--- src/rtl/iir_coeff_loader_pkg.sv ---
// Shared types and constants for the SPI biquad coefficient loader.
// A frame is five Q2.14 words, b0 first, shifted in MSB first.
package iir_coeff_pkg;

    localparam int COEFF_W    = 16;
    localparam int NUM_COEFFS = 5;
    localparam int FRAME_BITS = 80;

    typedef logic signed [15:0] coeff_t;

    localparam coeff_t COEFF_ONE = 16'sd16384;

    typedef enum logic [1:0] {
        IDLE  = 2'd0,
        SHIFT = 2'd1,
        CHECK = 2'd2
    } loader_state_e;

endpackage

--- src/rtl/iir_coeff_loader_if.sv ---
// SPI pins, sample strobe and the coefficient/status outputs of the loader.
// The loader drives the slave side; the MCU/filter environment the master side.
interface iir_coeff_loader_if;
    import iir_coeff_pkg::*;

    logic   sck;
    logic   sdi;
    logic   cs_n;
    logic   sample_strobe;
    coeff_t b0;
    coeff_t b1;
    coeff_t b2;
    coeff_t a1;
    coeff_t a2;
    logic   load_pending;
    logic   coeff_update;
    logic   frame_err;

    modport master (
        output sck, sdi, cs_n, sample_strobe,
        input  b0, b1, b2, a1, a2, load_pending, coeff_update, frame_err
    );

    modport slave (
        input  sck, sdi, cs_n, sample_strobe,
        output b0, b1, b2, a1, a2, load_pending, coeff_update, frame_err
    );

endinterface

--- src/rtl/iir_coeff_loader_sync_edge.sv ---
// N-stage synchronizer with registered rise/fall pulses, aligned with the
// cycle in which the synchronized level itself changes.
module sync_edge #(
    parameter int   STAGES  = 2,
    parameter logic RST_VAL = 1'b0
) (
    input  logic clk,
    input  logic reset_n,
    input  logic d_i,
    output logic level_o,
    output logic rise_o,
    output logic fall_o
);

    logic [STAGES-1:0] sync_q;
    logic              rise_q;
    logic              fall_q;

    // Synchronizer chain; edges come from the last two stages so they line up with level_o
    always_ff @(posedge clk or negedge reset_n) begin
        if (!reset_n) begin
            sync_q <= {STAGES{RST_VAL}};
            rise_q <= 1'b0;
            fall_q <= 1'b0;
        end else begin
            sync_q <= {sync_q[STAGES-2:0], d_i};
            rise_q <= sync_q[STAGES-2] & ~sync_q[STAGES-1];
            fall_q <= ~sync_q[STAGES-2] & sync_q[STAGES-1];
        end
    end

    assign level_o = sync_q[STAGES-1];
    assign rise_o  = rise_q;
    assign fall_o  = fall_q;

endmodule

--- src/rtl/iir_coeff_loader.sv ---
// SPI receiver for one biquad coefficient set, double-buffered and committed
// to the filter outputs only on a sample strobe.
module iir_coeff_loader #(
    parameter int COEFF_W     = iir_coeff_pkg::COEFF_W,
    parameter int NUM_COEFFS  = iir_coeff_pkg::NUM_COEFFS,
    parameter int SYNC_STAGES = 2
) (
    input  logic                clk,
    input  logic                reset_n,
    iir_coeff_loader_if.slave   bus
);
    import iir_coeff_pkg::*;

    localparam int FRAME_W = COEFF_W * NUM_COEFFS;
    localparam int CNT_W   = $clog2(FRAME_W + 2);
    localparam logic [CNT_W-1:0]   CNT_FULL   = CNT_W'(FRAME_W);
    localparam logic [CNT_W-1:0]   CNT_SAT    = CNT_W'(FRAME_W + 1);
    localparam logic [FRAME_W-1:0] ACTIVE_RST = FRAME_W'(COEFF_ONE) << (FRAME_W - COEFF_W);

    logic sck_rise_s, sck_lvl_unused_s, sck_fall_unused_s;
    logic cs_rise_s, cs_fall_s, cs_lvl_unused_s;
    logic sdi_s;
    logic commit_s;

    logic [SYNC_STAGES-1:0] sdi_sync_q;
    loader_state_e          state_q, state_d;
    logic [CNT_W-1:0]       cnt_q, cnt_d;
    logic [FRAME_W-1:0]     shift_q, shift_d;
    logic [FRAME_W-1:0]     stage_q, stage_d;
    logic [FRAME_W-1:0]     active_q, active_d;
    logic                   pending_q, pending_d;
    logic                   update_q, update_d;
    logic                   err_q, err_d;

    sync_edge #(.STAGES(SYNC_STAGES), .RST_VAL(1'b0)) u_sck_sync (
        .clk     (clk),
        .reset_n (reset_n),
        .d_i     (bus.sck),
        .level_o (sck_lvl_unused_s),
        .rise_o  (sck_rise_s),
        .fall_o  (sck_fall_unused_s)
    );

    // cs_n resets low so a chip select already asserted at release is not seen as a new frame
    sync_edge #(.STAGES(SYNC_STAGES), .RST_VAL(1'b0)) u_cs_sync (
        .clk     (clk),
        .reset_n (reset_n),
        .d_i     (bus.cs_n),
        .level_o (cs_lvl_unused_s),
        .rise_o  (cs_rise_s),
        .fall_o  (cs_fall_s)
    );

    // Data line synchronizer, same depth as sck so the sample matches the detected rise
    always_ff @(posedge clk or negedge reset_n) begin
        if (!reset_n) begin
            sdi_sync_q <= {SYNC_STAGES{1'b0}};
        end else begin
            sdi_sync_q <= {sdi_sync_q[SYNC_STAGES-2:0], bus.sdi};
        end
    end

    assign sdi_s    = sdi_sync_q[SYNC_STAGES-1];
    assign commit_s = bus.sample_strobe & pending_q;

    // State, frame buffers and output registers
    always_ff @(posedge clk or negedge reset_n) begin
        if (!reset_n) begin
            state_q   <= IDLE;
            cnt_q     <= {CNT_W{1'b0}};
            shift_q   <= {FRAME_W{1'b0}};
            stage_q   <= {FRAME_W{1'b0}};
            active_q  <= ACTIVE_RST;
            pending_q <= 1'b0;
            update_q  <= 1'b0;
            err_q     <= 1'b0;
        end else begin
            state_q   <= state_d;
            cnt_q     <= cnt_d;
            shift_q   <= shift_d;
            stage_q   <= stage_d;
            active_q  <= active_d;
            pending_q <= pending_d;
            update_q  <= update_d;
            err_q     <= err_d;
        end
    end

    // Commit sees the old staged set, so a frame ending on the strobe edge stays pending
    always_comb begin
        state_d   = state_q;
        cnt_d     = cnt_q;
        shift_d   = shift_q;
        stage_d   = stage_q;
        active_d  = active_q;
        pending_d = pending_q;
        update_d  = 1'b0;
        err_d     = 1'b0;

        if (commit_s) begin
            active_d  = stage_q;
            pending_d = 1'b0;
            update_d  = 1'b1;
        end else begin
            active_d  = active_q;
        end

        case (state_q)
            IDLE: begin
                if (cs_fall_s) begin
                    cnt_d   = {CNT_W{1'b0}};
                    shift_d = {FRAME_W{1'b0}};
                    state_d = SHIFT;
                end else begin
                    state_d = IDLE;
                end
            end
            SHIFT: begin
                if (sck_rise_s) begin
                    shift_d = {shift_q[FRAME_W-2:0], sdi_s};
                    if (cnt_q != CNT_SAT) begin
                        cnt_d = cnt_q + CNT_W'(1);
                    end else begin
                        cnt_d = cnt_q;
                    end
                end else begin
                    shift_d = shift_q;
                end
                if (cs_rise_s) begin
                    state_d = CHECK;
                end else begin
                    state_d = SHIFT;
                end
            end
            CHECK: begin
                if (cnt_q == CNT_FULL) begin
                    stage_d   = shift_q;
                    pending_d = 1'b1;
                end else begin
                    err_d     = 1'b1;
                end
                state_d = IDLE;
            end
            default: begin
                state_d = IDLE;
            end
        endcase
    end

    assign bus.b0           = coeff_t'(active_q[FRAME_W-1             -: COEFF_W]);
    assign bus.b1           = coeff_t'(active_q[FRAME_W-1-COEFF_W     -: COEFF_W]);
    assign bus.b2           = coeff_t'(active_q[FRAME_W-1-2*COEFF_W   -: COEFF_W]);
    assign bus.a1           = coeff_t'(active_q[FRAME_W-1-3*COEFF_W   -: COEFF_W]);
    assign bus.a2           = coeff_t'(active_q[FRAME_W-1-4*COEFF_W   -: COEFF_W]);
    assign bus.load_pending = pending_q;
    assign bus.coeff_update = update_q;
    assign bus.frame_err    = err_q;

endmodule

--- src/flat_wrapper.sv ---
// flat-port wrapper written by rule: the top's interface ports become plain ports
module iir_coeff_loader_flat import iir_coeff_pkg::*;
#(
    parameter int COEFF_W     = iir_coeff_pkg::COEFF_W,
    parameter int NUM_COEFFS  = iir_coeff_pkg::NUM_COEFFS,
    parameter int SYNC_STAGES = 2
)
  (clk, reset_n, bus_sck, bus_sdi, bus_cs_n, bus_sample_strobe, bus_b0, bus_b1, bus_b2, bus_a1, bus_a2, bus_load_pending, bus_coeff_update, bus_frame_err);
  iir_coeff_loader_if bus_i ();
  input  logic clk;
  input  logic reset_n;
  input wire logic [$bits(bus_i.sck)-1:0] bus_sck;
  input wire logic [$bits(bus_i.sdi)-1:0] bus_sdi;
  input wire logic [$bits(bus_i.cs_n)-1:0] bus_cs_n;
  input wire logic [$bits(bus_i.sample_strobe)-1:0] bus_sample_strobe;
  output wire logic [$bits(bus_i.b0)-1:0] bus_b0;
  output wire logic [$bits(bus_i.b1)-1:0] bus_b1;
  output wire logic [$bits(bus_i.b2)-1:0] bus_b2;
  output wire logic [$bits(bus_i.a1)-1:0] bus_a1;
  output wire logic [$bits(bus_i.a2)-1:0] bus_a2;
  output wire logic [$bits(bus_i.load_pending)-1:0] bus_load_pending;
  output wire logic [$bits(bus_i.coeff_update)-1:0] bus_coeff_update;
  output wire logic [$bits(bus_i.frame_err)-1:0] bus_frame_err;
  assign bus_i.sck = bus_sck;
  assign bus_i.sdi = bus_sdi;
  assign bus_i.cs_n = bus_cs_n;
  assign bus_i.sample_strobe = bus_sample_strobe;
  assign bus_b0 = bus_i.b0;
  assign bus_b1 = bus_i.b1;
  assign bus_b2 = bus_i.b2;
  assign bus_a1 = bus_i.a1;
  assign bus_a2 = bus_i.a2;
  assign bus_load_pending = bus_i.load_pending;
  assign bus_coeff_update = bus_i.coeff_update;
  assign bus_frame_err = bus_i.frame_err;
  iir_coeff_loader #(.COEFF_W(COEFF_W), .NUM_COEFFS(NUM_COEFFS), .SYNC_STAGES(SYNC_STAGES)) u_core (.clk(clk), .reset_n(reset_n), .bus(bus_i));
endmodule
--- config.mk ---
export PLATFORM = sky130hd
export DESIGN_NAME = iir_coeff_loader_flat
export DESIGN_NICKNAME = d
export VERILOG_FILES = /design/src/rtl/iir_coeff_loader_pkg.sv /design/src/rtl/iir_coeff_loader_if.sv /design/src/rtl/iir_coeff_loader_sync_edge.sv /design/src/rtl/iir_coeff_loader.sv /design/src/flat_wrapper.sv
export SDC_FILE = /design/constraint.sdc
export NUM_CORES = 1
export LEC_CHECK = 0
export CORE_UTILIZATION = 50
export DETAILED_ROUTE_END_ITERATION = 10
export HOLD_SLACK_MARGIN = 0.15
export PLACE_DENSITY = 0.73
export SLEW_MARGIN = 10
export SYNTH_ARGS = -nofsm -noshare
export SYNTH_HDL_FRONTEND = slang
export SYNTH_HIERARCHICAL = 1
export SYNTH_SLANG_ARGS = --single-unit
--- constraint.sdc ---
create_clock -name clk -period 1.7 [get_ports clk]
set_input_delay 0.34 -clock clk [delete_from_list [all_inputs] [get_ports clk]]
set_output_delay 0.34 -clock clk [all_outputs]
set_load 0.01 [all_outputs]
After elaboration in Yosys (flattened, before gate mapping) --
Cells that the tools add are included.
Word-level totals: flip-flop bits (word level) 261, input bits 6, output and inout bits 83, logic and storage cells 50
Operators by class: add/subtract/negate cells 1, eq/ne operators 7, mux-type cells 16, bitwise logic cells 7, reductions and logical operators 5
Operator list (count):
- 2-to-1 mux 80 bit | 2
- case mux 80 bit (2 select lines) | 1
- 2-to-1 mux 7 bit | 3
- case mux 7 bit (2 select lines) | 1
- adder 7 x 1 -> 7 bit, second input constant | 1
- equality test 7 bit, second input constant | 1
- 2-to-1 mux 1 bit | 7
- inequality test 7 bit, second input constant | 1
- bitwise AND 1 bit | 4
- inequality test 2 bit, second input constant | 2
- case mux 2 bit (2 select lines) | 1
- AND reduction 4 bit | 1
- inverter 1 bit | 3
- AND reduction 3 bit | 1
- equality test 2 x 1 -> 1 bit, second input constant | 1
- equality test 2 bit, second input constant | 1
- zero test 2 bit | 1
- 2-to-1 mux 2 bit | 1
- inequality test 2 x 1 -> 1 bit, second input constant | 1
- AND reduction 2 bit | 1
- nonzero test 2 bit | 1

Logic depth before layout (Yosys ltp) --
depth in word-level cells 4, depth in mapped cells 6, mapped depth without buffers 5

By module --
The synthesis kept the hierarchy.
Modules (own cells, without submodules):
- iir_coeff_loader | times used 1, cells an instance 747, area an instance 10073.4 um^2
- sync_edge | times used 2, cells an instance 6, area an instance 115.1 um^2

Worst setup path before layout --
OpenSTA, ideal clock, no wires.
path kind reg-to-reg, start point register u_core.cnt_q[2], end point register u_core.stage_q[0], setup time 125 ps, data arrival time 1577 ps, data required time 1575 ps, slack -2 ps, cell stages (with the launch flop) 7, buffers on the path 2, cell sequence dfrtp_1 -> nor2_1 -> and4b_1 -> and3_1 -> buf_6 -> buf_8 -> mux2_4
On the way: longest elaborated chain between the ends 2
RTL lines:
- start, declared | RTL line iir_coeff_loader.sv:27 | logic [CNT_W-1:0] cnt_q, cnt_d;
- start signal, assigned | RTL line iir_coeff_loader.sv:70 | cnt_q <= {CNT_W{1'b0}};
- start signal, assigned | RTL line iir_coeff_loader.sv:79 | cnt_q <= cnt_d;
- equality test 7 bit | RTL line iir_coeff_loader.sv:136 | if (cnt_q == CNT_FULL) begin
- AND reduction 2 bit (no line)
- end signal, assigned | RTL line iir_coeff_loader.sv:72 | stage_q <= {FRAME_W{1'b0}};
- end signal, assigned | RTL line iir_coeff_loader.sv:81 | stage_q <= stage_d;
- end, declared | RTL line iir_coeff_loader.sv:29 | logic [FRAME_W-1:0] stage_q, stage_d;
Every way passes these cells. A chain may end at the register's enable or synchronous reset.

Worst setup path in the final report --
start point register u_core.cnt_q[2], end point register u_core.stage_q[77]
Same word-level chain as after synthesis.

==> run metrics <==
Clk pwr share 0.443; Cells after Synth 757; CP Launch Type flip-flop; LEAKAGE 6.86 nW; switching power share of the total 0.231; GP Congestion 0.779; Mean Syn Cell Area 13.6 sq um; antenna violations before repair 0; Mapped Area 0.0103 sq mm; Setup Viol. Count Final 0; Setup crit end kind flip-flop; post-DR vias/cell roughly 5; Worst Skew 13.2 ps; CP max FO 11; sequential share of power 0.488; Hold Crit Class input pin to flip-flop; GR Util All Layers 0.179; Final min period about 1700 ps; largest net degree at the start of global routing 81; Die Ht 145 um; Crit Reg-Reg Endpoint u_core/stage_q[77]; outcome finished clean; share of cells above drive strength 1 0.285; metal3 WL 761 um; Detailed Routing Iterations Pass 1 4; CTS tree built; placed cell area 0.0116 sq mm; worst slew margin relative to its limit 0.708; WL met2 9.16 mm; vias in the first global route 5,997; htree depth 1; clk sinks 261; CTS clk-pin slew, worst paths 60 ps; Area Growth Syn to Fin 23.0%; reg-to-reg startpoint u_core/cnt_q[2]; Final nets slightly below 900; crit-path max cell delay approximately 380 ps; Core Area 0.0202 sq mm; hold depth 1; Routed WL 19.2 mm; max_cap viols 0; setup TNS after final layout 0 ps; RSZ-0062 raised after global routing true; CTS buffer count 27; Internal Power ~10 mW; CTS max path bufs 3; clk_lat worst skew between 500 and 600 ps; R2R Setup Slk about 14 ps; fin crit share 0.992; CP max stage cell dfrtp_1; CP Class flip-flop to flip-flop; FP Rows 52; I/O pin count 89; CTS root buf clkbuf_16; remaining global-route overflow 0; Max Fclk 0.593 GHz; die area 0.0211 sq mm; worst-path cell chain nor2_1, and4b_2, and3_4, buf_12, clkbuf_16, mux2_4; # diodes 0; post-route cell area 0.0126 sq mm; pin slew with the least headroom to its limit about 430 ps; synth warn 6; Hold EP u_core/sdi_sync_q[0]; M1 WL 8.95 mm; Psw 2.99 mW; final total power ~13 mW; Max rail drop VDD 866 uV; min-delay src bus_sdi; # port buffers 88; Worst R2R Path Depth 6; top layer in use met4; DR iter-0 viols 382; final hold viol count 0; WP data arrival 2090 ps; Synth Net Count around 770; critical path required time between 2000 and 2500 ps; Post-DP HPWL between 10 and 15 mm; WP buf/inv 2; via count 5,958; Final ANT Viol Nets 0; Die X around 150 um; Comb power frac 0.069; Power Dens Cells 1030 mW/mm^2; first-pass GRT wire length around 31 mm; Initial Util 0.509; family with the most delay on the worst path simple AND/OR/NAND/NOR gates; post-route DRC violation count 0; WL/cell 16.6 um; Slew Viols, Final 0
cell usage in the layout (no fill, tap or decap), drive strengths merged, types with 2 or more instances in the layout:
cell	count
inv	7
mux2i	3
clkinv	7
nand2	165
bufinv	2
buf	37
nor4	2
dfrtp	260
nor2	6
clkdlybuf4s50	4
dlygate4sd2	83
mux2	160
a31oi	3
xnor2	4
a21o	2
nand3	83
ha	3
clkbuf	41
nor2b	6
sequential cells by signal, summed over array words and instances (netlist names):
register and cells:
u_core/sdi_sync_q 2, u_core/u_cs_sync/sync_q 2, u_core/u_cs_sync/rise_o 1, u_core/shift_q 80, u_core/stage_q 80, u_core/active_q 80
u_core/cnt_q 7, u_core/bus.coeff_update 1, u_core/bus.load_pending 1, u_core/u_sck_sync/sync_q 2, u_core/u_sck_sync/rise_o 1, u_core/u_cs_sync/fall_o 1
u_core/bus.frame_err 1, u_core/state_q 2
layer usage:
metal / vias up / track usage
li1: 2781 / -
met1: 3026 / 0.265
met2: 125 / 0.277
met3: 26 / 0.0286
met4: 0 / 0.0484
met5: - / 0
power groups by stage:
stage | combinational (mW) | clock (mW) | sequential (mW)
finish | 0.895 | 5.74 | 6.33
global route | 0.985 | 6.14 | 6.33
CTS | 0.907 | 5.86 | 6.33
detailed placement | 0.898 | 0 | 6.44
global placement | 0.890 | 0 | 6.44
floorplan | 0.469 | 0 | 6.45
through the flow:
stage	std cells	util	worst slack [ps]	hold WS [ps]
2_1_floorplan	757	-	13.5	44.4
5_1_grt	1160	0.626	-53.0	251
4_1_cts	1149	0.614	9.85	245
3_5_place_dp	1101	0.576	-23.9	236
3_3_place_gp	1101	0.576	2.79	237
6_report	1160	0.626	14.0	263
timing repair:
item	4_1_cts	5_1_grt
hold buffers	1	0
pin swaps	0	1
buffers inserted	0	4
setup endpoints to repair	83	61
gates cloned	0	7
resized for setup	83	10
endpoints found under the hold margin	260	0
how the worst max path moves through the flow:
stage / from / endpoint / depth (start not counted)
2_1_floorplan: u_core/cnt_q[2] / u_core/stage_q[0] / 6
3_3_place_gp: bus_sample_strobe / u_core/active_q[45] / 4
3_5_place_dp: bus_sample_strobe / u_core/active_q[44] / 4
4_1_cts: u_core/cnt_q[2] / u_core/stage_q[79] / 5
5_1_grt: u_core/cnt_q[2] / u_core/stage_q[69] / 6
6_report: u_core/cnt_q[2] / u_core/stage_q[77] / 6
area by class of cell:
type	instances	area, sq um
Multi-Input combinational cell	447	3460
Inverter	5	18.8
Sequential cell	261	6530
Clock buffer	36	759
Tap cell	270	338
Fill cell	1584	7540
Clock inverter	11	113
Timing Repair Buffer	130	1410
worst register-to-register path, cell delays in order (launching register included):
cell       delay, ps
dfrtp_1          380
nor2_1            90
and4b_2          230
and3_4           250
buf_12           130
clkbuf_16        170
mux2_4           300
No activity file was read; power rests on OpenSTA's default activity.
